## src/rtl/jk_bank_ctrl.sv

```systemverilog
// jk_bank_ctrl: command sequencer for a bank of W external JK flip-flops.
// One command is accepted at a time over cmd_valid/cmd_ready. Each command
// drives the J/K vectors for exactly one DRIVE cycle. A SETTLE cycle with
// J=K=0 follows, so the bank updates once per step. COUNT commands repeat
// DRIVE/SETTLE once per step, and the toggle mask is rebuilt each time from
// the observed q.
// Optional build macro: JK_CTRL_QCHECK_EN. When it is defined, the
// controller predicts the bank value after every step and flags err if q
// disagrees at the end of SETTLE.
module jk_bank_ctrl #(
  parameter int W  = 4,
  parameter int CW = 8
) (
  input  logic          clk,
  input  logic          rst,
  input  logic          cmd_valid,
  output logic          cmd_ready,
  input  logic [2:0]    cmd,
  input  logic [W-1:0]  cmd_data,
  input  logic [CW-1:0] cmd_steps,
  output logic [W-1:0]  j,
  output logic [W-1:0]  k,
  input  logic [W-1:0]  q,
  output logic          busy,
  output logic          done,
  output logic          wrap,
  output logic          err
);

  typedef enum logic [1:0] {IDLE, DRIVE, SETTLE, DONE} state_t;

  localparam logic [2:0] OP_NOP    = 3'd0;
  localparam logic [2:0] OP_CLEAR  = 3'd1;
  localparam logic [2:0] OP_SET    = 3'd2;
  localparam logic [2:0] OP_LOAD   = 3'd3;
  localparam logic [2:0] OP_TOGGLE = 3'd4;
  localparam logic [2:0] OP_UP     = 3'd5;
  localparam logic [2:0] OP_DOWN   = 3'd6;
  localparam logic [2:0] OP_RSVD   = 3'd7;

  state_t        state_q, state_d;
  logic [2:0]    op_q, op_d;
  logic [W-1:0]  data_q, data_d;
  logic [CW-1:0] steps_q, steps_d;
  logic [W-1:0]  j_q, j_d, k_q, k_d;
  logic          busy_q, busy_d, done_q, done_d, wrap_q, wrap_d, err_q, err_d;
`ifdef JK_CTRL_QCHECK_EN
  logic [W-1:0]  exp_q, exp_d, drv_exp;
`endif

  logic          accept;
  logic [2:0]    sel_op;
  logic [W-1:0]  sel_data;
  logic [W-1:0]  drv_j, drv_k;
  logic          drv_wrap;
  logic          is_count;

  // Bit i toggles on increment when all lower bits are one.
  function automatic logic [W-1:0] up_mask(input logic [W-1:0] v);
    logic [W-1:0] m;
    m[0] = 1'b1;
    for (int i = 1; i < W; i++) m[i] = m[i-1] & v[i-1];
    return m;
  endfunction

  // Bit i toggles on decrement when all lower bits are zero.
  function automatic logic [W-1:0] down_mask(input logic [W-1:0] v);
    logic [W-1:0] m;
    m[0] = 1'b1;
    for (int i = 1; i < W; i++) m[i] = m[i-1] & ~v[i-1];
    return m;
  endfunction

  assign cmd_ready = (state_q == IDLE) & ~rst;
  assign accept    = cmd_valid & cmd_ready;

  assign j    = j_q;
  assign k    = k_q;
  assign busy = busy_q;
  assign done = done_q;
  assign wrap = wrap_q;
  assign err  = err_q;

  // Drive vector for the step that starts at this edge. In IDLE it comes from
  // the incoming command; on later count steps it comes from the captured one.
  always_comb begin
    sel_op   = (state_q == IDLE) ? cmd : op_q;
    sel_data = (state_q == IDLE) ? cmd_data : data_q;
    drv_j    = '0;
    drv_k    = '0;
    drv_wrap = 1'b0;
`ifdef JK_CTRL_QCHECK_EN
    drv_exp  = q;
`endif
    case (sel_op)
      OP_CLEAR: begin
        drv_k = '1;
`ifdef JK_CTRL_QCHECK_EN
        drv_exp = '0;
`endif
      end
      OP_SET: begin
        drv_j = '1;
`ifdef JK_CTRL_QCHECK_EN
        drv_exp = '1;
`endif
      end
      OP_LOAD: begin
        drv_j = sel_data;
        drv_k = ~sel_data;
`ifdef JK_CTRL_QCHECK_EN
        drv_exp = sel_data;
`endif
      end
      OP_TOGGLE: begin
        drv_j = sel_data;
        drv_k = sel_data;
`ifdef JK_CTRL_QCHECK_EN
        drv_exp = q ^ sel_data;
`endif
      end
      OP_UP: begin
        drv_j    = up_mask(q);
        drv_k    = up_mask(q);
        drv_wrap = (q == '1);
`ifdef JK_CTRL_QCHECK_EN
        drv_exp = q + W'(1);
`endif
      end
      OP_DOWN: begin
        drv_j    = down_mask(q);
        drv_k    = down_mask(q);
        drv_wrap = (q == '0);
`ifdef JK_CTRL_QCHECK_EN
        drv_exp = q - W'(1);
`endif
      end
      default: ;
    endcase
  end

  // Next-state and registered-output logic for the sequencer.
  always_comb begin
    state_d  = state_q;
    op_d     = op_q;
    data_d   = data_q;
    steps_d  = steps_q;
    wrap_d   = wrap_q;
    err_d    = err_q;
    j_d      = '0;
    k_d      = '0;
    busy_d   = 1'b0;
    done_d   = 1'b0;
    is_count = (op_q == OP_UP) || (op_q == OP_DOWN);
`ifdef JK_CTRL_QCHECK_EN
    exp_d    = exp_q;
`endif
    case (state_q)
      IDLE: begin
        if (accept) begin
          op_d    = cmd;
          data_d  = cmd_data;
          steps_d = cmd_steps;
          wrap_d  = 1'b0;
          err_d   = 1'b0;
          if (cmd == OP_NOP) begin
            state_d = DONE;
            done_d  = 1'b1;
          end else if (cmd == OP_RSVD) begin
            state_d = DONE;
            done_d  = 1'b1;
            err_d   = 1'b1;
          end else if ((cmd == OP_UP || cmd == OP_DOWN) && cmd_steps == '0) begin
            state_d = DONE;
            done_d  = 1'b1;
          end else begin
            state_d = DRIVE;
            busy_d  = 1'b1;
            j_d     = drv_j;
            k_d     = drv_k;
            wrap_d  = drv_wrap;
`ifdef JK_CTRL_QCHECK_EN
            exp_d   = drv_exp;
`endif
          end
        end
      end
      DRIVE: begin
        state_d = SETTLE;
        busy_d  = 1'b1;
      end
      SETTLE: begin
`ifdef JK_CTRL_QCHECK_EN
        if (q != exp_q) err_d = 1'b1;
`endif
        if (is_count) steps_d = steps_q - CW'(1);
        if (is_count && steps_q != CW'(1)) begin
          state_d = DRIVE;
          busy_d  = 1'b1;
          j_d     = drv_j;
          k_d     = drv_k;
          wrap_d  = wrap_q | drv_wrap;
`ifdef JK_CTRL_QCHECK_EN
          exp_d   = drv_exp;
`endif
        end else begin
          state_d = DONE;
          done_d  = 1'b1;
        end
      end
      DONE: begin
        state_d = IDLE;
      end
      default: state_d = IDLE;
    endcase
  end

  // State and output registers; reset abandons any command in flight.
  always_ff @(posedge clk) begin
    if (rst) begin
      state_q <= IDLE;
      op_q    <= OP_NOP;
      data_q  <= '0;
      steps_q <= '0;
      j_q     <= '0;
      k_q     <= '0;
      busy_q  <= 1'b0;
      done_q  <= 1'b0;
      wrap_q  <= 1'b0;
      err_q   <= 1'b0;
`ifdef JK_CTRL_QCHECK_EN
      exp_q   <= '0;
`endif
    end else begin
      state_q <= state_d;
      op_q    <= op_d;
      data_q  <= data_d;
      steps_q <= steps_d;
      j_q     <= j_d;
      k_q     <= k_d;
      busy_q  <= busy_d;
      done_q  <= done_d;
      wrap_q  <= wrap_d;
      err_q   <= err_d;
`ifdef JK_CTRL_QCHECK_EN
      exp_q   <= exp_d;
`endif
    end
  end

endmodule

```

## config.mk

```make
export PLATFORM = sky130hd
export DESIGN_NAME = jk_bank_ctrl
export DESIGN_NICKNAME = d
export VERILOG_FILES = /design/src/rtl/jk_bank_ctrl.sv
export SDC_FILE = /design/constraint.sdc
export NUM_CORES = 1
export LEC_CHECK = 0
export CAP_MARGIN = 40
export CORE_MARGIN = 3
export CORE_UTILIZATION = 35
export DETAILED_ROUTE_END_ITERATION = 6
export DONT_BUFFER_PORTS = 1
export GPL_TIMING_DRIVEN = 0
export PLACE_DENSITY = 0.46
export SLEW_MARGIN = 20
export SYNTH_ARGS = -nofsm -noshare
export SYNTH_HDL_FRONTEND = slang
export SYNTH_SLANG_ARGS = --single-unit
```

## constraint.sdc

```tcl
create_clock -name clk -period 2.3 [get_ports clk]
set_input_delay 0.345 -clock clk [delete_from_list [all_inputs] [get_ports clk]]
set_output_delay 0.345 -clock clk [all_outputs]
set_load 0.01 [all_outputs]
```

== Yosys cells after proc, flatten, opt, wreduce, memory -nomap -nowiden ==
Cells that the tools add are included.
Cells by class
  $add $sub $neg: 1
  equal/unequal tests: 19
  mux-type cells: 46
  bitwise logic cells: 12
  reductions and logical operators: 13
Operator list (number)
  $mux W4: 11
  $eq A3 B3 Y1 const B: 8
  $pmux W4 S5: 1
  $mux W1: 17
  $mux W8: 2
  $pmux W4 S2: 2
  $pmux W4 S4: 1
  $pmux W8 S2: 1
  $mux W2: 5
  $logic_not A8 Y1: 1
  $ne A8 B1 Y1 const B: 1
  $pmux W2 S4: 1
  $sub A8 B1 Y8 const B: 1
  $and A1 B1 Y1: 6
  $eq A3 B2 Y1 const B: 2
  $ne A2 B2 Y1 const B: 3
  $pmux W1 S2: 3
  $reduce_and A3 Y1: 2
  $eq A2 B2 Y1 const B: 2
  $eq A4 B4 Y1 const B: 1
  $logic_not A4 Y1: 1
  $not A1 Y1: 4
  $not A4 Y4: 1
  $eq A3 B1 Y1 const B: 1
  11 further kinds: 13
Storage, ports and cells
  register bits after elaboration: 29
  input port bits: 22
  output and inout bits: 13
  logic and storage cells: 101

== Logic depth before layout (Yosys ltp) ==
Gate-level depths: netlist of the first run.
  depth after elaboration: 10
  gate-level depth with buffers: 7
  gate-level depth less buffers: 6

== Worst setup path before layout of the first run ==
Ideal clock, no wire load.
  path kind: in2reg
  start: input cmd[0]
  end: register wrap_q (netlist: wrap)
  setup time: 0.067 ns
  arrival: 1.778 ns
  data required time: 2.233 ns
  slack: 0.455 ns
  stages on the path: 6
  path buffers: 1
  cells stage by stage: clkbuf_1 -> or4b_1 -> o21ai_2 -> a21oi_1 -> or4_4 -> o21ai_2
On the way
  word-level cells in the longest chain between the ends: 8
  elaborated cells on any way between the ends: 17
  those cells by class: eq/ne: 5; mux: 8; bitwise: 1; reduce/logical: 3
RTL lines
  start: declaration: RTL line 18  | input logic [2:0] cmd,
  $mux W3 / $eq A3 B3 Y1 (equally long branches): RTL line 87, 173
  $eq A3 B3 Y1 / $logic_or A1 B1 Y1 (equally long branches): RTL line 95, 173
  $pmux W1 S2 / $logic_and A1 B1 Y1 (equally long branches): RTL line 95, 173
  $mux W1: RTL line 173  | end else if ((cmd == OP_UP || cmd == OP_DOWN) && cmd_steps == '0) begin
  $mux W1: RTL line 169  | end else if (cmd == OP_RSVD) begin
  $mux W1: RTL line 166  | if (cmd == OP_NOP) begin
  $mux W1: RTL line 160  | if (accept) begin
  $pmux W1 S2 *: RTL line 158  | case (state_q)
  end signal: assignment: RTL line 243  | wrap_q <= wrap_d;
  end: declaration: RTL line 46  | logic busy_q, busy_d, done_q, done_d, wrap_q, wrap_d, err_q, err_d;
Every way passes the cells marked *; elsewhere a longest branch is shown, timed or not. The select of a mux whose other input is x is not followed.
A chain may end at the register's enable or synchronous reset.

== Worst setup path in the final report of the first run ==
  start: register state_q[1]
  end: register j_q[3] (netlist: j[3])
On the way
  word-level cells in the longest chain between the ends: 10
  elaborated cells on any way between the ends: 19
  those cells by class: eq/ne: 6; mux: 9; bitwise: 2; reduce/logical: 2
RTL lines
  start: declaration: RTL line 41  | state_t state_q, state_d;
  start signal: assignment: RTL line 235  | state_q <= state_d;
  $logic_not A2 Y1
  $mux W3: RTL line 87  | sel_op = (state_q == IDLE) ? cmd : op_q;
  $eq A3 B3 Y1 / $eq A3 B2 Y1 (equally long branches): RTL line 95  | case (sel_op)
  $reduce_or A2 Y1 (no line)
  $pmux W4 S4: RTL line 95
  $mux W4: RTL line 173
  $mux W4: RTL line 169
  $mux W4: RTL line 166
  $mux W4: RTL line 160
  $pmux W4 S2 *: RTL line 158
  end signal: assignment: RTL line 239  | j_q <= j_d;
  end: declaration: RTL line 45  | logic [W-1:0] j_q, j_d, k_q, k_d;
Every way passes the cells marked *; elsewhere a longest branch is shown, timed or not.

==> key figures, run 1 <==
Run status
  – Result of the run: finished clean

Logic synthesis
  – Cell area after technology mapping: 1710 µm²
  – Synthesized Nets: 245
  – Proportion of synthesized chip area in sequential cells: 33.9%
  – Number of instances in the synthesized netlist: 221
  – Leading area contributor after synthesis: sky130_fd_sc_hd__dfxtp_1
  – Top flip-flop cell by instance count after synthesis: sky130_fd_sc_hd__dfxtp_1
  – Number of enable flip-flop cells after synthesis: 0
  – Syn_area_per_cell: 7.75 µm²
  – Synth area leaders: sky130_fd_sc_hd__dfxtp_1, sky130_fd_sc_hd__nand2_1, sky130_fd_sc_hd__a21oi_1
  – Fraction of synthesis flops using an asynchronous set or reset pin: 0%
  – Seq cells post-synth: 29
  – Yosys cell types: 46
  – Number of warnings issued by yosys: 0
  – Area share of the leading cell type in the synthesized netlist: 33.9%

Clocking
  – Clock Sinks: 29
  – TritonCTS clock tree: built
  – Register clock-pin slew on the reported worst setup and hold paths: 0.07 ns
  – CTS Root Buffer Type: sky130_fd_sc_hd__clkbuf_8
  – Cts bufs inserted: 5
  – Bufs on Longest Clock Path: 2
  – Worst skew pair latency: 0.28 ns
  – H-tree depth: 2

STA
  – Worst clock skew on the final layout: 0.0115 ns
  – Upper clock frequency limit: 0.468 GHz
  – Final min period: 2.14 ns
  – Transition time at the pin with the least slew margin: 0.548 ns
  – Total count of hold-check failures in the final report: 0
  – Unrepaired setup endpoints after global routing: no
  – Total setup violations reported at the end of the flow: 0
  – Accumulated negative setup slack: 0 ns
  – Period utilization: 92.8%
  – Relative slew slack: 62.7%
  – Worst hold slack after final layout: 0.179 ns
  – Final Max Tran Viols: 0

Global routing
  – Largest net degree at the start of global routing: 11
  – Number of global-route vias before repair: 1,491
  – Wire length of the first global-routing pass: 7.38 mm
  – GR Overflow Total: 0
  – Initial antenna violation count: 0
  – GRT Overall Usage: 15.7%

Layout
  – Most used cells in the layout excluding fill and tap cells: sky130_fd_sc_hd__nand2_1, sky130_fd_sc_hd__dfxtp_1, sky130_fd_sc_hd__a21oi_1
  – Layout area overhead: 10.7%
  – Fill cell instance count of the final layout: 471
  – Number of diodes: 0
  – Total number of nets in the final design: 253
  – Commonest non-fill, non-tap cell in the layout: sky130_fd_sc_hd__nand2_1
  – Fraction of final layout cells sized beyond drive strength 1: 10.0%

Setup path
  – Capturing element type of the critical path: flip-flop
  – Reg2reg start: state_q[1]
  – Signal arrival time at the worst endpoint: 2.35 ns
  – Max Fanout on Critical Path: 10
  – Worst-case reg-to-reg path depth: 6
  – Kind of start point of the critical path: flip-flop
  – Type of the worst setup path: flip-flop to flip-flop
  – Critical R2R Capture: j[3]
  – Required time of the critical path: 2.51 ns
  – Minimum setup slack among reg-to-reg paths: 0.16 ns

Routing
  – Detail-routed via count per cell: 5.63
  – Via Count: 1,661
  – Number of nets with antenna violations after routing: 0
  – Number of remaining DRC errors: 0
  – Detailed-routing iteration count for the pre-antenna-repair pass: 4
  – Routed length per placed instance: 15.2 µm
  – Total wirelength of the detailed-routed design: 4.50 mm
  – Initial detailed-routing violation count: 130

Place
  – Final GP Congestion: 0.880
  – Post-DP HPWL: 3.37 mm
  – Number of port buffers: 0

Pwr
  – Maximum ir drop on the vdd rail: 0.239 mV
  – Static leakage: 0.677 nW
  – Total power per unit cell area: 666 nW/µm²

Run
  – Max cap viols: 0

Floorplanning
  – Chip Width: 76.0 µm
  – Initial Util: 37.8%
  – Core ar.: 4530 µm²
  – Die area: 5770 µm²
  – Standard-cell rows: 24
  – Height of the die: 76.0 µm
  – Number of top-level pins: 35

Min path
  – Worst hold path type: input pin to flip-flop
  – Startpoint of the tightest hold check path: cmd[2]
  – Hold-critical path endpoint: op_q[2]
  – Worst hold stages: 2
==> metal layers <==
layer	up-vias	wire (µm)	GRT usage, %
met5	-	0	0
met4	0	55	4.89
met3	6	342	4.74
met2	56	1860	23.0
met1	783	2240	22.0
li1	816	-	-
==> state kept, by name, indices dropped and copies added (netlist names) <==
name / cells
k: 4
j: 4
op_q: 3
state_q: 2
done: 1
wrap: 1
data_q: 4
busy: 1
steps_q: 8
err: 1
==> Yosys cell counts, drive strengths merged (3+ instances only) <==
cell / instances
nand3b: 3
clkbuf: 10
o21ai: 18
nand2: 31
nor2: 14
o21a: 8
inv: 5
or4b: 3
nor3: 6
nand3: 7
mux2i: 8
nor4: 4
dfxtp: 29
a31oi: 3
a21oi: 21
o22ai: 3
nand2b: 14
==> how the worst max path moves through the flow <==
stage / end / startpoint / cells after the start / slack (ns)
final: j[3] / state_q[1] / 6 / 0.16
after detailed placement: j[3] / state_q[1] / 5 / 0.11
after floorplan: wrap / cmd[0] / 6 / 0.46
after CTS: j[3] / state_q[1] / 5 / 0.09
after global routing: j[3] / state_q[1] / 6 / 0.06
after global placement: j[3] / state_q[1] / 6 / 0.14
==> power breakdown <==
part	switching, mW	total [mW]	internal [mW]
Sequential	0.0276	0.559	0.531
Clock	0.187	0.396	0.209
Combinational	0.194	0.308	0.115
==> layout make-up <==
class                   instances  area [µm²]  area share [%]
flip-flops and latches         29         581            30.6
inverters                       5        18.8           0.989
multi-input cells             175        1070            56.5
repair buffers                  1        7.51           0.396
well taps                      65        81.3            4.29
clock buffers                   6        72.6            3.83
plain buffers                  12        53.8            2.84
clock inverters                 2        10.0           0.528
==> logic make-up after synthesis <==
family | synth area share, %
and+or+nand+nor | 29.8
muxes | 5.33
buffers and inverters | 4.24
DFF | 33.9
AOI/OAI and AO/OA | 24.8
adders and majority gates | 1.46
xor gates and xnor gates | 0.511
==> through the flow <==
stage	utilization [%]	setup WS (ns)	cell area, µm²	total power, mW	std cells
2_1_floorplan	-	0.455	1710	0.800	221
3_3_place_gp	39.6	0.140	1790	0.862	286
3_5_place_dp	39.6	0.106	1790	0.866	286
4_1_cts	41.4	0.0890	1880	1.27	294
5_1_grt	41.8	0.0576	1900	1.35	295
6_report	41.8	0.165	1900	1.26	295
==> worst max-delay path: stages, from the launching register on <==
cell and delay, ns:
sky130_fd_sc_hd__dfxtp_1 0.36, sky130_fd_sc_hd__nor2_2 0.28, sky130_fd_sc_hd__buf_2 0.33, sky130_fd_sc_hd__mux2i_1 0.38
sky130_fd_sc_hd__nor3_1 0.12, sky130_fd_sc_hd__a2111oi_2 0.41, sky130_fd_sc_hd__o21a_1 0.18
==> repair_timing <==
item / in CTS / in global routing
gates resized for setup: 0 / 4
hold buffers: 0 / 0
endpoints found under the hold margin: 0 / 0
setup buffers: 0 / 1
setup endpoints to repair: 0 / 11
No activity file was read; power rests on OpenSTA's default activity.
==> run 2: changes to the inputs <==
--- a/config.mk
+++ b/config.mk
@@ -12,7 +12,7 @@
 export DONT_BUFFER_PORTS = 1
 export GPL_TIMING_DRIVEN = 0
 export PLACE_DENSITY = 0.46
-export SLEW_MARGIN = 20
+export SLEW_MARGIN = 5
 export SYNTH_ARGS = -nofsm -noshare
 export SYNTH_HDL_FRONTEND = slang
 export SYNTH_SLANG_ARGS = --single-unit
==> results of run 2 <==
Same layout as run 1: the final DEF is identical, and so are final timing and power.
